`config.mk`:
```
export PLATFORM = sky130hd
export DESIGN_NAME = adder_64_op_issue
export DESIGN_NICKNAME = d
export VERILOG_FILES = /design/src/rtl/adder_64_pkg.sv /design/src/rtl/adder_64_op_fifo.sv /design/src/rtl/adder_64_op_issue.sv
export SDC_FILE = /design/constraint.sdc
export NUM_CORES = 1
export LEC_CHECK = 0
export ABC_AREA = 1
export CAP_MARGIN = 10
export CORE_ASPECT_RATIO = 0.7
export CORE_UTILIZATION = 51
export CTS_CLUSTER_DIAMETER = 60
export DETAILED_ROUTE_END_ITERATION = 7
export PLACE_DENSITY = 0.76
export SLEW_MARGIN = 40
export SYNTH_ARGS = -nofsm -noshare
export SYNTH_HDL_FRONTEND = slang
export SYNTH_SLANG_ARGS = --single-unit
```
`constraint.sdc`:
```
create_clock -name clk -period 6.3 [get_ports clk]
set_input_delay 0.945 -clock clk [delete_from_list [all_inputs] [get_ports clk]]
set_output_delay 0.945 -clock clk [all_outputs]
set_load 0.02 [all_outputs]
```
`src/rtl/adder_64_pkg.sv`:
```
// Shared types and constants for the adder_64 operand-issue slice.
package adder_64_pkg;

  localparam int DATA_W    = 64;
  localparam int TAG_W_DEF = 8;

  typedef struct packed {
    logic [DATA_W-1:0] a;
    logic [DATA_W-1:0] b;
    logic              cin;
  } operand_t;

  localparam int OPERAND_W = $bits(operand_t);

endpackage

```
`src/rtl/adder_64_op_fifo.sv`:
```
// Generic DEPTH x WIDTH synchronous FIFO; no full bypass, no empty bypass.
module adder_64_op_fifo
  import adder_64_pkg::*;
#(
  parameter int DEPTH = 4,
  parameter int WIDTH = OPERAND_W
) (
  input  logic                     clk,
  input  logic                     rst,
  input  logic                     push,
  input  logic                     pop,
  input  logic [WIDTH-1:0]         wdata,
  output logic [WIDTH-1:0]         rdata,
  output logic                     full,
  output logic                     empty,
  output logic [$clog2(DEPTH):0]   count
);

  localparam int PTR_W = $clog2(DEPTH);

  logic [WIDTH-1:0] mem [DEPTH];
  logic [PTR_W-1:0] wr_ptr;
  logic [PTR_W-1:0] rd_ptr;
  logic             do_push;
  logic             do_pop;

  assign full    = (count == (PTR_W+1)'(DEPTH));
  assign empty   = (count == '0);
  assign do_push = push && !full;
  assign do_pop  = pop && !empty;
  assign rdata   = mem[rd_ptr];

  always_ff @(posedge clk or posedge rst) begin
    if (rst) begin
      wr_ptr <= '0;
      rd_ptr <= '0;
      count  <= '0;
    end else begin
      if (do_push) wr_ptr <= wr_ptr + 1'b1;
      if (do_pop)  rd_ptr <= rd_ptr + 1'b1;
      case ({do_push, do_pop})
        2'b10:   count <= count + 1'b1;
        2'b01:   count <= count - 1'b1;
        default: ;
      endcase
    end
  end

  // Storage carries no reset; only pointers and count define validity.
  always_ff @(posedge clk) begin
    if (do_push) mem[wr_ptr] <= wdata;
  end

endmodule

```
`src/rtl/adder_64_op_issue.sv`:
```
// Operand-issue stage for adder_64: FIFO, issue register, tag counter, result-alignment pipe.
// Optional counters stat_issued/stat_full exist only when ADDER64_ISSUE_STATS_EN is defined.
module adder_64_op_issue
  import adder_64_pkg::*;
#(
  parameter int DEPTH     = 4,
  parameter int ADDER_LAT = 1,
  parameter int TAG_W     = TAG_W_DEF
) (
  input  logic              clk,
  input  logic              rst,
  input  logic              in_valid,
  output logic              in_ready,
  input  logic [DATA_W-1:0] in_a,
  input  logic [DATA_W-1:0] in_b,
  input  logic              in_cin,
  input  logic              hold,
  output logic [DATA_W-1:0] a_out,
  output logic [DATA_W-1:0] b_out,
  output logic              cin_out,
  output logic              issue_valid,
  output logic [TAG_W-1:0]  issue_tag,
  output logic              res_valid,
  output logic [TAG_W-1:0]  res_tag
`ifdef ADDER64_ISSUE_STATS_EN
  ,
  output logic [31:0]       stat_issued,
  output logic [31:0]       stat_full
`endif
);

  operand_t                 wr_op;
  operand_t                 rd_op;
  logic                     fifo_full;
  logic                     fifo_empty;
  logic [$clog2(DEPTH):0]   fifo_count_unused;
  logic                     push;
  logic                     pop;
  logic [TAG_W-1:0]         next_tag;
  logic [ADDER_LAT-1:0]     vld_pipe;
  logic [TAG_W-1:0]         tag_pipe [ADDER_LAT];

  assign wr_op    = '{a: in_a, b: in_b, cin: in_cin};
  assign in_ready = !fifo_full;
  assign push     = in_valid && in_ready;
  assign pop      = !hold && !fifo_empty;

  adder_64_op_fifo #(
    .DEPTH (DEPTH),
    .WIDTH (OPERAND_W)
  ) u_fifo (
    .clk   (clk),
    .rst   (rst),
    .push  (push),
    .pop   (pop),
    .wdata (wr_op),
    .rdata (rd_op),
    .full  (fifo_full),
    .empty (fifo_empty),
    .count (fifo_count_unused)
  );

  // Adder inputs hold their last value between issues so the adder sees stable operands.
  always_ff @(posedge clk or posedge rst) begin
    if (rst) begin
      a_out       <= '0;
      b_out       <= '0;
      cin_out     <= 1'b0;
      issue_valid <= 1'b0;
      issue_tag   <= '0;
      next_tag    <= '0;
    end else begin
      issue_valid <= pop;
      if (pop) begin
        a_out     <= rd_op.a;
        b_out     <= rd_op.b;
        cin_out   <= rd_op.cin;
        issue_tag <= next_tag;
        next_tag  <= next_tag + 1'b1;
      end
    end
  end

  always_ff @(posedge clk or posedge rst) begin
    if (rst) begin
      vld_pipe <= '0;
      for (int i = 0; i < ADDER_LAT; i++) tag_pipe[i] <= '0;
    end else begin
      vld_pipe[0] <= issue_valid;
      tag_pipe[0] <= issue_tag;
      for (int i = 1; i < ADDER_LAT; i++) begin
        vld_pipe[i] <= vld_pipe[i-1];
        tag_pipe[i] <= tag_pipe[i-1];
      end
    end
  end

  assign res_valid = vld_pipe[ADDER_LAT-1];
  assign res_tag   = tag_pipe[ADDER_LAT-1];

`ifdef ADDER64_ISSUE_STATS_EN
  always_ff @(posedge clk or posedge rst) begin
    if (rst) begin
      stat_issued <= '0;
      stat_full   <= '0;
    end else begin
      if (issue_valid && (stat_issued != '1)) stat_issued <= stat_issued + 1'b1;
      if (in_valid && !in_ready && (stat_full != '1)) stat_full <= stat_full + 1'b1;
    end
  end
`endif

endmodule

```
# == After elaboration in Yosys (flattened, before gate mapping) ==
# Memory sizes are Yosys's and may differ from the RTL's. A register that Yosys moved wholly into a read port is not among the register bits.
# Cells that the tools add are included.
# word_totals
mem_count,1
reg_bits,33
mem_bits_rw,516
word_cells,29
output_inout_bits,148
inputBits,133
# classes
n_eq_ne,3
n_mux,3
n_reduce_logical,9
add_sub_neg,5
# mem_list
name,words,width,rd,rd_ports_with_merged_regs,write_ports,line_no,source
u_fifo.mem,4,129,1,1,1,adder_64_op_fifo.sv:21,logic [WIDTH-1:0] mem [DEPTH];
# op_table
cell,count
$add 8x1->8 const B,1
$pmux 3 s2,1
$add 2x1->2 const B,2
$logic_and 1x1->1,4
$add 3x1->3 const B,1
$eq 3x3->1 const B,1
$logic_not 1->1,3
$logic_not 3->1,1
$sub 3x1->3 const B,1
$eq 2x1->1 const B,1
$eq 2x2->1 const B,1
$mux 1,2
$reduce_bool 2->1,1

# == Depth between registers and ports, before layout ==
# Gate-level depths: netlist (run 1).
# depth
depth_word,6
ltp_mapped,11

# == Hierarchy ==
# A second synthesis (run 1) with hierarchy kept.
# unflattened
hier_cells,2201
hier_area_um2,27637.8
# modules_own_cells
module,n_inst,cells_each,area_per_inst_um2,seq_area_each_um2
adder_64_op_fifo,1,1568,21873.5,15670.0
adder_64_op_issue,1,633,5764.3,3878.7

# == Least setup slack after synthesis (run 1) ==
# OpenSTA, ideal clock, no wires.
# synth_timing
kind,input -> register
from,input port in_valid
to,memory u_fifo.mem[0][0] in the netlist's numbering (enable)
setup_ps,619
required_time_ps,5681
stages,2
n_path_buf,0
arrival_ps,6494
path_slack_ps,-813
cell_sequence,nand2_1 > nor2_1
# synth_between
elab_chain_len,4
# synth_lines
element,line_no,source
from (decl),adder_64_op_issue.sv:12,"input logic in_valid,"
$logic_and 1x1->1,adder_64_op_issue.sv:45,assign push = in_valid && in_ready;
$logic_and 1x1->1,adder_64_op_fifo.sv:29,assign do_push = push && !full;
$mux 1,adder_64_op_fifo.sv:51,if (do_push) mem[wr_ptr] <= wdata;
$mux 1 (not written as such),adder_64_op_fifo.sv:51,
to (decl),adder_64_op_fifo.sv:21,
# No other way between the ends.

# == Worst setup path after layout (run 1) ==
# layout_timing
from,input port hold
to,register u_fifo.count[2]
# layout_between
elab_chain_len,5
elab_cells_between_ends,7
# layout_lines
element,line_no,source
from (decl),adder_64_op_issue.sv:17,"input logic hold,"
$logic_not 1->1 (*),adder_64_op_issue.sv:46,assign pop = !hold && !fifo_empty;
$logic_and 1x1->1 (*),adder_64_op_issue.sv:46,
$logic_and 1x1->1 (*),adder_64_op_fifo.sv:30,assign do_pop = pop && !empty;
$eq 2x1->1 or $eq 2x2->1 (tied branches),adder_64_op_fifo.sv:41,"case ({do_push, do_pop})"
$pmux 3 s2 or $reduce_bool 2->1 (tied branches),-,
to (signal assigned),adder_64_op_fifo.sv:42,2'b10: count <= count + 1'b1;
to (signal assigned),adder_64_op_fifo.sv:43,2'b01: count <= count - 1'b1;
to (decl),adder_64_op_fifo.sv:16,output logic [$clog2(DEPTH):0] count
# Mark *: on every way between the ends. The rest lies on a longest branch, timed or not.
# A chain may end at the register's enable or synchronous reset.

==> flow_metrics.tcl, run 1 <==
set metrics [dict create \
    regArea_sq_um 19560 \
    synthFlopType "edfxtp_1" \
    worstMarginPinSlew_ns 0.9367 \
    die_h_microns 190.8 \
    cts_tree "built" \
    fin_area_sq_um 31110 \
    hold_viol 0 \
    die-area_sq_um 51820 \
    worstHoldStart "issue_valid$_DFF_PP0_" \
    required_ns 6.83 \
    arrival_ns 3.72 \
    r2r-start "u_fifo.count[0]$_DFFE_PP0P_" \
    swShare_pct 35.62 \
    setup_viol 0 \
    grt-ovfl-total 0 \
    wl_microns 57890 \
    dp_slack_ns 2.465 \
    drtPass1Iterations 5 \
    drt_iter0_drc 1379 \
    start_util_pct 52.15 \
    synth_xor_area_share_pct 0.1687 \
    slew_headroom_pct 37.56 \
    yosys.cell_count.top_type "nand2_1" \
    finish.utilization_pct 62.51 \
    place_hpwl_microns 31180 \
    cts_resized 0 \
    first_global_vias 16277 \
    synthTopCellsByCount "nand2_1 (558), nor2_1 (529), edfxtp_1 (516)" \
    fin_skew_ns 0.01222 \
    rows 68 \
    power_frac_comb_pct 33.9 \
    final_nets 2586 \
    crit_type "input port to register" \
    status "completed" \
    max_freq_ghz 0.3133 \
    synth_compound_gate_area_share_pct 5.244 \
    cts.sinks 678 \
    grt.total_usage_pct 22.46 \
    synth_top_family_by_area "simple AND/OR/NAND/NOR gates" \
    antenna_found_initial 5 \
    async_reset_ff_share_pct 23.89 \
    grt_start_max_net_pins 185 \
    syn_inst 2197 \
    yosysTopAreaCell "edfxtp_1" \
    crit_fanout 71 \
    synthSimpleGateAreaFrac_pct 15.89 \
    yosys-mux-area-fraction_pct 0 \
    n_fill_cell 3687 \
    wl_per_cell_microns 18.30 \
    ys_ff_latch 678 \
    drive_above_1_share_pct 4.770 \
    portBuffers 280 \
    clk_latency_ns 0.60 \
    p_switching_mw 5.463 \
    grt_pass1_wl_microns 90000 \
    clkTransAtPathRegs_ns 0.06 \
    yosysSeqAreaShare_pct 75.31 \
    synth_edf_count 516 \
    core_sq_um 49770 \
    yosys.area.top_type_share_pct 59.69 \
    worst_hold_path_type "register to register" \
    intPower_mw 9.873 \
    num_vias 16597 \
    clk_root_buffer_cell "clkbuf_16" \
    gp_congestion 0.7697 \
    synth_area_per_cell_sq_um 11.82 \
    synthTopCellsByArea "edfxtp_1 (60%), dfrtp_1 (16%), nand2_1 (8.1%)" \
    hold_depth 0 \
    cp-end-kind "register" \
    power.share.clock_pct 23.0 \
    maxSlewViolCount 0 \
    cts_max_path_buffers 3 \
    rr_worst_depth 10 \
    postRouteAntennaNets 0 \
    timing.final.ws_setup_ns 3.109 \
    cellPowerDensity_nw_per_um2 492.9 \
    drv_cap 0 \
    rsz0062_at_grt "no" \
    placed_area_sq_um 29210 \
    postCtsSetupBuffers 0 \
    period_share_pct 50.66 \
    holdWs_ns 0.3822 \
    die_x_microns 271.7 \
    r2r-end "u_fifo.count[2]$_DFFE_PP0P_" \
    drc_errors 0 \
    postCtsHoldBufs 0 \
    area_delta_synth_final_pct 19.85 \
    reg2reg_setup_slack_ns 3.35 \
    synth-adder-area-share_pct 0.3663 \
    whs_endpoint "res_valid$_DFF_PP0_" \
    avgViaCountPerCell 5.246 \
    synth.distinct_cells 24 \
    yosys_warnings 0 \
    ir_drop_mv 0.3275 \
    synth_fp_nets 2337 \
    ioPinCount 281 \
    seq_power_share_pct 43.1 \
    syn_area_sq_um 25960 \
    p_leak_nw 12.02 \
    multiInputGateArea_sq_um 5668 \
    period_needed_ns 3.191 \
    fin_tns_setup_ns 0 \
    cts_buffers 61 \
    crit_path_start_kind "input port" \
    htree_num_levels 2 \
]
## registers in the layout, indices dropped and copies added (netlist names)
name and flops:
issue_tag 8, cin_out 1, u_fifo.count 3, res_valid 1
b_out 64, u_fifo.mem 516, res_tag 8, u_fifo.rd_ptr 2
next_tag 8, issue_valid 1, u_fifo.wr_ptr 2, a_out 64
## stage by stage
| stage | std cells | power (mW) |
|---|---|---|
| after floorplan | 2197 | 10.04 |
| after global placement | 3045 | 11.70 |
| after detailed placement | 3047 | 11.89 |
| after CTS | 3159 | 15.45 |
| after global routing | 3162 | 16.25 |
| final | 3164 | 15.34 |
## layout make-up
type	instances	share of cell area [%]
tap	665	2.674
multi-input combinational	1379	18.22
timing repair buffer	303	9.792
antenna	4	0.03217
clock inverter	19	0.5510
clock buffer	93	5.485
sequential	678	62.86
inverter	23	0.3901
## worst max path at each step
| stage | slack, ns | startpoint | to |
|---|---|---|---|
| 6_report | 3.11 | hold | u_fifo.count[2]$_DFFE_PP0P_ |
| 5_1_grt | 2.91 | hold | u_fifo.count[2]$_DFFE_PP0P_ |
| 4_1_cts | 3.14 | hold | u_fifo.count[2]$_DFFE_PP0P_ |
| 3_5_place_dp | 2.46 | hold | u_fifo.count[2]$_DFFE_PP0P_ |
| 3_3_place_gp | 2.48 | hold | u_fifo.count[2]$_DFFE_PP0P_ |
| 2_1_floorplan | -0.81 | in_valid | u_fifo.mem[0][0]$_DFFE_PP_ |
## power groups by stage
stage | logic [mW] | registers, mW | clock network (mW)
2_1_floorplan | 2.89 | 7.16 | 0
3_3_place_gp | 5.00 | 6.69 | 0
3_5_place_dp | 5.22 | 6.68 | 0
4_1_cts | 5.24 | 6.60 | 3.60
5_1_grt | 5.77 | 6.71 | 3.77
6_report | 5.20 | 6.61 | 3.53
## routing by layer
| metal | vias to the layer above | track usage [%] | part of all wire [%] |
|---|---|---|---|
| met2 | 602 | 36.67 | 48 |
| li1 | 7853 | - | - |
| met4 | 4 | 5.532 | 1.6 |
| met5 | - | 0 | 0.033 |
| met3 | 76 | 4.218 | 7.9 |
| met1 | 8062 | 31.36 | 43 |
## cell families (layout without fill, tap and decap cells)
logic type / after synthesis / in the layout
compound gates: 272 / 272
xor+xnor: 5 / 5
fa+ha+maj: 7 / 7
buf+inv: 140 / 438
flops: 678 / 678
other cells: 0 / 4
simple gates: 1095 / 1095
## layout by cell type, fill, tap and decap left out, types with 19 or more instances in the layout
cell,netlist,layout
clkbuf_1,13,26
clkbuf_16,0,61
clkdlybuf4s50_1,0,280
dfrtp_1,162,160
edfxtp_1,516,516
inv_1,20,19
nand2_1,558,558
nor2_1,529,525
o21ai_0,152,152
o21ai_1,118,118
## critical path, cell delays in order
cell             delay [ns]
clkdlybuf4s50_1        0.40
inv_1                  0.14
nand2_8                0.30
inv_6                  0.62
ha_1                   0.25
inv_1                  0.07
fa_1                   0.37
or2_2                  0.30
nand2_1                0.08
xor2_1                 0.13
No activity file was read; power rests on OpenSTA's default activity.
==> run 2: changes to the inputs <==
==> constraint.sdc (replaced) <==
create_clock -name clk -period 2.6 [get_ports clk]
set_input_delay 0.39 -clock clk [delete_from_list [all_inputs] [get_ports clk]]
set_output_delay 0.39 -clock clk [all_outputs]
set_load 0.02 [all_outputs]
==> run 2 against run 1 <==
Effect of this change: worst setup slack got worse by 2.7 ns; non-clock buffer count rose by 24; sequential share of layout area fell by 0.85 points; largest cell class unchanged; clock power rose by 140%.
==> flow_metrics.tcl, run 2 (synthesis results as in run 1) <==
set metrics [dict create \
    regMostFlops "u_fifo.mem" \
    cts_buffers 61 \
    gp_congestion 0.7595 \
    antenna_found_initial 4 \
    grt_start_max_net_pins 153 \
    regArea_sq_um 19560 \
    drv_cap 0 \
    setup_viol 0 \
    fin_area_sq_um 31540 \
    ir_drop_mv 0.9230 \
    cts_tree "built" \
    clkTransAtPathRegs_ns 0.06 \
    avgViaCountPerCell 5.246 \
    postCtsSetupBuffers 0 \
    wl_per_cell_microns 18.34 \
    worstMarginPinSlew_ns 0.8043 \
    period_needed_ns 2.166 \
    start_util_pct 52.15 \
    crit_path_start_kind "register" \
    grt.total_usage_pct 22.58 \
    multiInputGateArea_sq_um 5680 \
    status "completed" \
    crit_slowest_cell "clkdlybuf4s50_1" \
    fin_tns_setup_ns 0 \
    htree_num_levels 2 \
    drive_above_1_share_pct 5.794 \
    cts_max_path_buffers 3 \
    grt-ovfl-total 0 \
    largest_register_ffs 516 \
    hold_viol 0 \
    power.share.clock_pct 22.6 \
    cts.sinks 678 \
    drt_iter0_drc 1505 \
    rows 68 \
    worst_hold_path_type "input port to asynchronous set/reset pin" \
    seq_power_share_pct 41.8 \
    num_vias 16720 \
    layout_commonest_cell "nand2_1" \
    die-area_sq_um 51820 \
    n_fill_cell 3641 \
    holdWs_ns 0.1714 \
    ioPinCount 281 \
    grt_pass1_wl_microns 90430 \
    critPathMaxStageDelay_ns 0.54 \
    die_x_microns 271.7 \
    area_delta_synth_final_pct 21.50 \
    fin_skew_ns 0.02019 \
    postRouteAntennaNets 0 \
    clk_latency_ns 0.62 \
    max_freq_ghz 0.4616 \
    final_nets 2610 \
    rsz0062_at_grt "no" \
    cp-end-kind "primary output" \
    place_hpwl_microns 32760 \
    period_share_pct 83.32 \
    drc_errors 0 \
    power_frac_comb_pct 35.5 \
    slew_headroom_pct 46.38 \
    cts_resized 0 \
    crit_type "register to primary output" \
    maxSlewViolCount 0 \
    postCtsHoldBufs 0 \
    intPower_mw 24.26 \
    placed_area_sq_um 29640 \
    clk_root_buffer_cell "clkbuf_16" \
    largest_registers "u_fifo.mem: 516 flops, a_out: 64 flops, b_out: 64 flops" \
    cellPowerDensity_nw_per_um2 1193 \
    core_sq_um 49770 \
    finish.utilization_pct 63.37 \
    p_switching_mw 13.37 \
    swShare_pct 35.53 \
    crit_fanout 3 \
    p_leak_nw 12.20 \
    portBuffers 280 \
    first_global_vias 16531 \
    drtPass1Iterations 5 \
    crit_chain "nor2_2 > nand2_2 > clkdlybuf4s50_1" \
    required_ns 2.21 \
    final_cell_mix "nand2_1 (556), nor2_1 (524), edfxtp_1 (516), clkdlybuf4s50_1 (280), dfrtp_1 (160)" \
    die_h_microns 190.8 \
    arrival_ns 1.78 \
    wl_microns 58450 \
]
[run 2: cell count changes in the layout (fill, tap and decap cells not counted), sizes merged]
cell,previous run,this run
buf,23,47
bufinv,3,0
clkbuf,93,102
clkinv,15,8
clkinvlp,0,2
diode,4,2
[run 2: final timing paths]
check | start | end | slack [ns] | depth (start not counted)
setup / recovery | u_fifo.count[1]$_DFFE_PP0P_ | in_ready | 0.43 | 3
hold / removal | rst | next_tag[0]$_DFFE_PP0P_ | 0.17 | 2
setup reg to reg | u_fifo.count[1]$_DFFE_PP0P_ | u_fifo.count[2]$_DFFE_PP0P_ | 0.55 | 9
hold reg to reg | issue_valid$_DFF_PP0_ | res_valid$_DFF_PP0_ | 0.39 | 0
max in group asynchronous | rst | a_out[0]$_DFFE_PP0P_ | 1.76 | 3
min in group clk | issue_valid$_DFF_PP0_ | res_valid$_DFF_PP0_ | 0.39 | 0
[run 2: cell type report]
cell class              count  share of cell area (%)
inverters                  23                  0.3332
repair buffers            327                   11.00
multi-input cells        1379                   18.01
clock inverters            11                  0.2103
clock buffers             102                   5.788
diodes                      2                 0.01587
well taps                 665                   2.638
flip-flops and latches    678                   62.01
[run 2: power by group through the flow]
stage               Combinational, mW  Sequential [mW]  Clock, mW
floorplan                        7.02             17.2          0
detailed placement               13.4             15.9          0
global placement                 13.1             15.8          0
finish                           13.4             15.7       8.52
CTS                              13.5             15.7       8.67
global route                     14.8             16.0       9.07
[run 2: routing by layer]
layer,vias to the layer above,GRT usage [%],routed length [microns],part of all wire [%]
met2,586,37.34,28110,48
li1,7909,-,-,-
met4,4,6.309,1020,1.7
met1,8142,30.91,25160,43
met3,79,4.080,4133,7.1
met5,-,0,24,0.041
[run 2: critical path, delay by kind of cell (launching register included)]
kind          cells  cell delay, ns
buf+inv           1            0.54
simple gates      2            0.23
flops             1            0.40
[run 2: stage by stage]
step | setup WS [ns] | power, mW | cells
floorplan | -1.889 | 24.18 | 2197
global placement | 0.3052 | 28.86 | 3072
detailed placement | 0.3051 | 29.34 | 3072
CTS | 0.3832 | 37.92 | 3185
global route | 0.3666 | 39.81 | 3186
finish | 0.4338 | 37.63 | 3187
==> run 3: changes to the inputs <==
--- a/config.mk
+++ b/config.mk
@@ -8,10 +8,10 @@
 export ABC_AREA = 1
 export CAP_MARGIN = 10
 export CORE_ASPECT_RATIO = 0.7
-export CORE_UTILIZATION = 51
+export CORE_UTILIZATION = 56
 export CTS_CLUSTER_DIAMETER = 60
 export DETAILED_ROUTE_END_ITERATION = 7
-export PLACE_DENSITY = 0.76
+export PLACE_DENSITY = 0.79
 export SLEW_MARGIN = 40
 export SYNTH_ARGS = -nofsm -noshare
 export SYNTH_HDL_FRONTEND = slang
==> constraint.sdc (replaced) <==
create_clock -name clk -period 2.04 [get_ports clk]
set_input_delay 0.306 -clock clk [delete_from_list [all_inputs] [get_ports clk]]
set_output_delay 0.306 -clock clk [all_outputs]
set_load 0.02 [all_outputs]
==> run 3 against run 2 <==
Effect of this change: hold slack worse by 0.067 ns; first-iteration DRC count is 6.8% lower; worst setup slack worse by 0.36 ns; non-clock buffer count is 32 higher; register-to-register slack worse by 0.42 ns; global-route usage is 2.5 points higher; critical path depth is 2 lower; sequential power is 28% higher; core utilization is 6.9 points higher; cell count is 0.91% lower; via count is 1.1% higher; power is 29% higher.
==> flow_metrics.tcl, run 3 (synthesis results as in run 1) <==
set metrics [dict create \
    htree_num_levels 2 \
    grt_start_max_net_pins 131 \
    cts_buffers 59 \
    worst_hold_path_type "input port to asynchronous set/reset pin" \
    wl_per_cell_microns 18.52 \
    regMostFlops "u_fifo.mem" \
    seq_power_share_pct 41.3 \
    crit_path_start_kind "register" \
    crit_fanout 2 \
    final-instance-count-excl-fill 3158 \
    die-area_sq_um 47230 \
    place_hpwl_microns 34680 \
    rsz0062_at_grt "no" \
    avgViaCountPerCell 5.352 \
    rows 65 \
    drive_above_1_share_pct 7.095 \
    grt.total_usage_pct 25.08 \
    fin_area_sq_um 31880 \
    intPower_mw 31.36 \
    setup_viol 0 \
    crit_type "register to primary output" \
    largest_registers "u_fifo.mem: 516 flops, a_out: 64 flops, b_out: 64 flops" \
    power.share.clock_pct 22.5 \
    max_freq_ghz 0.5087 \
    p_total_mw 48.56 \
    ir_drop_mv 1.039 \
    hold_viol 0 \
    worstMarginPinSlew_ns 0.7137 \
    drc_errors 0 \
    maxSlewViolCount 0 \
    drt_iter0_drc 1402 \
    critPathMaxStageDelay_ns 0.64 \
    layout_commonest_cell "nand2_1" \
    antenna_found_initial 5 \
    arrival_ns 1.66 \
    gp_congestion 0.7948 \
    cp_num_buf_inv 1 \
    grt-ovfl-total 0 \
    die_x_microns 259.3 \
    crit_slowest_cell "clkdlybuf4s50_1" \
    portBuffers 280 \
    cellPowerDensity_nw_per_um2 1523 \
    required_ns 1.73 \
    finish.utilization_pct 70.24 \
    postRouteAntennaNets 0 \
    cts_max_path_buffers 3 \
    cts.sinks 678 \
    p_leak_nw 12.43 \
    clk_root_buffer_cell "clkbuf_16" \
    cp-end-kind "primary output" \
    crit_chain "clkdlybuf4s50_1" \
    grt_pass1_wl_microns 91550 \
    slew_headroom_pct 52.42 \
    cp_top_family "buffers and inverters" \
    swShare_pct 35.42 \
    largest_register_ffs 516 \
    power_frac_comb_pct 36.2 \
    drv_cap 0 \
    final_nets 2640 \
    start_util_pct 57.20 \
    wl_microns 58500 \
    status "completed" \
    first_global_vias 16945 \
    final_cell_mix "nand2_1 (555), nor2_1 (524), edfxtp_1 (516), clkdlybuf4s50_1 (279), dfrtp_1 (160)" \
    period_needed_ns 1.966 \
    clkTransAtPathRegs_ns 0.06 \
    fin_skew_ns 0.01667 \
    ioPinCount 281 \
    clk_latency_ns 0.61 \
    placed_area_sq_um 29960 \
    cts_tree "built" \
    core_sq_um 45380 \
    area_delta_synth_final_pct 22.80 \
    drtPass1Iterations 5 \
    num_vias 16901 \
    period_share_pct 96.37 \
    die_h_microns 182.1 \
    timing.final.ws_setup_ns 0.07415 \
    dp_slack_ns -0.1575 \
    p_switching_mw 17.20 \
    dpl.cell_count 3041 \
]
-- run 3: cell types whose count changed in the layout (fill, tap and decap cells not counted), sizes merged --
cell / previous run / this run
buf: 47 / 79
clkbuf: 102 / 99
bufinv: 0 / 2
clkinv: 8 / 10
diode: 2 / 4
clkdlybuf4s50: 280 / 279
clkinvlp: 2 / 1
dlygate4sd2: 0 / 1
inv: 24 / 23
-- run 3: layout make-up --
| type | count | area [sq um] |
|---|---|---|
| clock buffers | 99 | 1769 |
| inverters | 23 | 100.1 |
| fillers | 2971 | 13500 |
| repair buffers | 359 | 3870 |
| diodes | 4 | 10.01 |
| clock inverters | 13 | 128.9 |
| well taps | 603 | 754.5 |
| flip-flops and latches | 678 | 19560 |
| multi-input cells | 1379 | 5688 |
-- run 3: per-stage QoR --
stage / TNS (ns) / hold slack [ns]
after detailed placement: -0.2070 / 0.3669
after global routing: 0 / 0.1276
final: 0 / 0.1039
after CTS: 0 / 0.09848
after floorplan: -574.91 / 0.4049
after global placement: -0.1970 / 0.3572
-- run 3: what timing repair did --
item,in CTS,in global routing
setup endpoints to repair,1,1
hold buffers,0,0
buffers inserted,0,1
pin swaps,0,1
gates resized for setup,1,2
-- run 3: path summary, 6_finish.rpt --
path,slack (ns),to,cells past startpoint,startpoint
worst max-delay path,0.07,a_out[14],1,a_out[14]$_DFFE_PP0P_
worst min-delay path,0.10,a_out[32]$_DFFE_PP0P_,2,rst
worst max register to register,0.13,u_fifo.count[2]$_DFFE_PP0P_,9,u_fifo.count[1]$_DFFE_PP0P_
worst min register to register,0.38,res_valid$_DFF_PP0_,0,issue_valid$_DFF_PP0_
max in group asynchronous,1.30,a_out[10]$_DFFE_PP0P_,3,rst
min in group clk,0.33,u_fifo.mem[0][101]$_DFFE_PP_,1,in_a[36]
-- run 3: routing by layer --
| metal | wire [microns] | vias to the layer above | global-route usage (%) |
|---|---|---|---|
| li1 | - | 7969 | - |
| met5 | 11 | - | 0 |
| met3 | 4251 | 109 | 4.347 |
| met2 | 28670 | 649 | 42.14 |
| met4 | 1355 | 2 | 8.071 |
| met1 | 24210 | 8172 | 33.50 |
-- run 3: power by group through the flow --
stage / logic (mW) / registers [mW] / clock network (mW)
finish: 17.6 / 20.1 / 10.9
global placement: 17.0 / 20.2 / 0
CTS: 17.7 / 20.0 / 11.1
floorplan: 8.98 / 21.8 / 0
global route: 19.3 / 20.3 / 11.6
detailed placement: 17.6 / 20.3 / 0
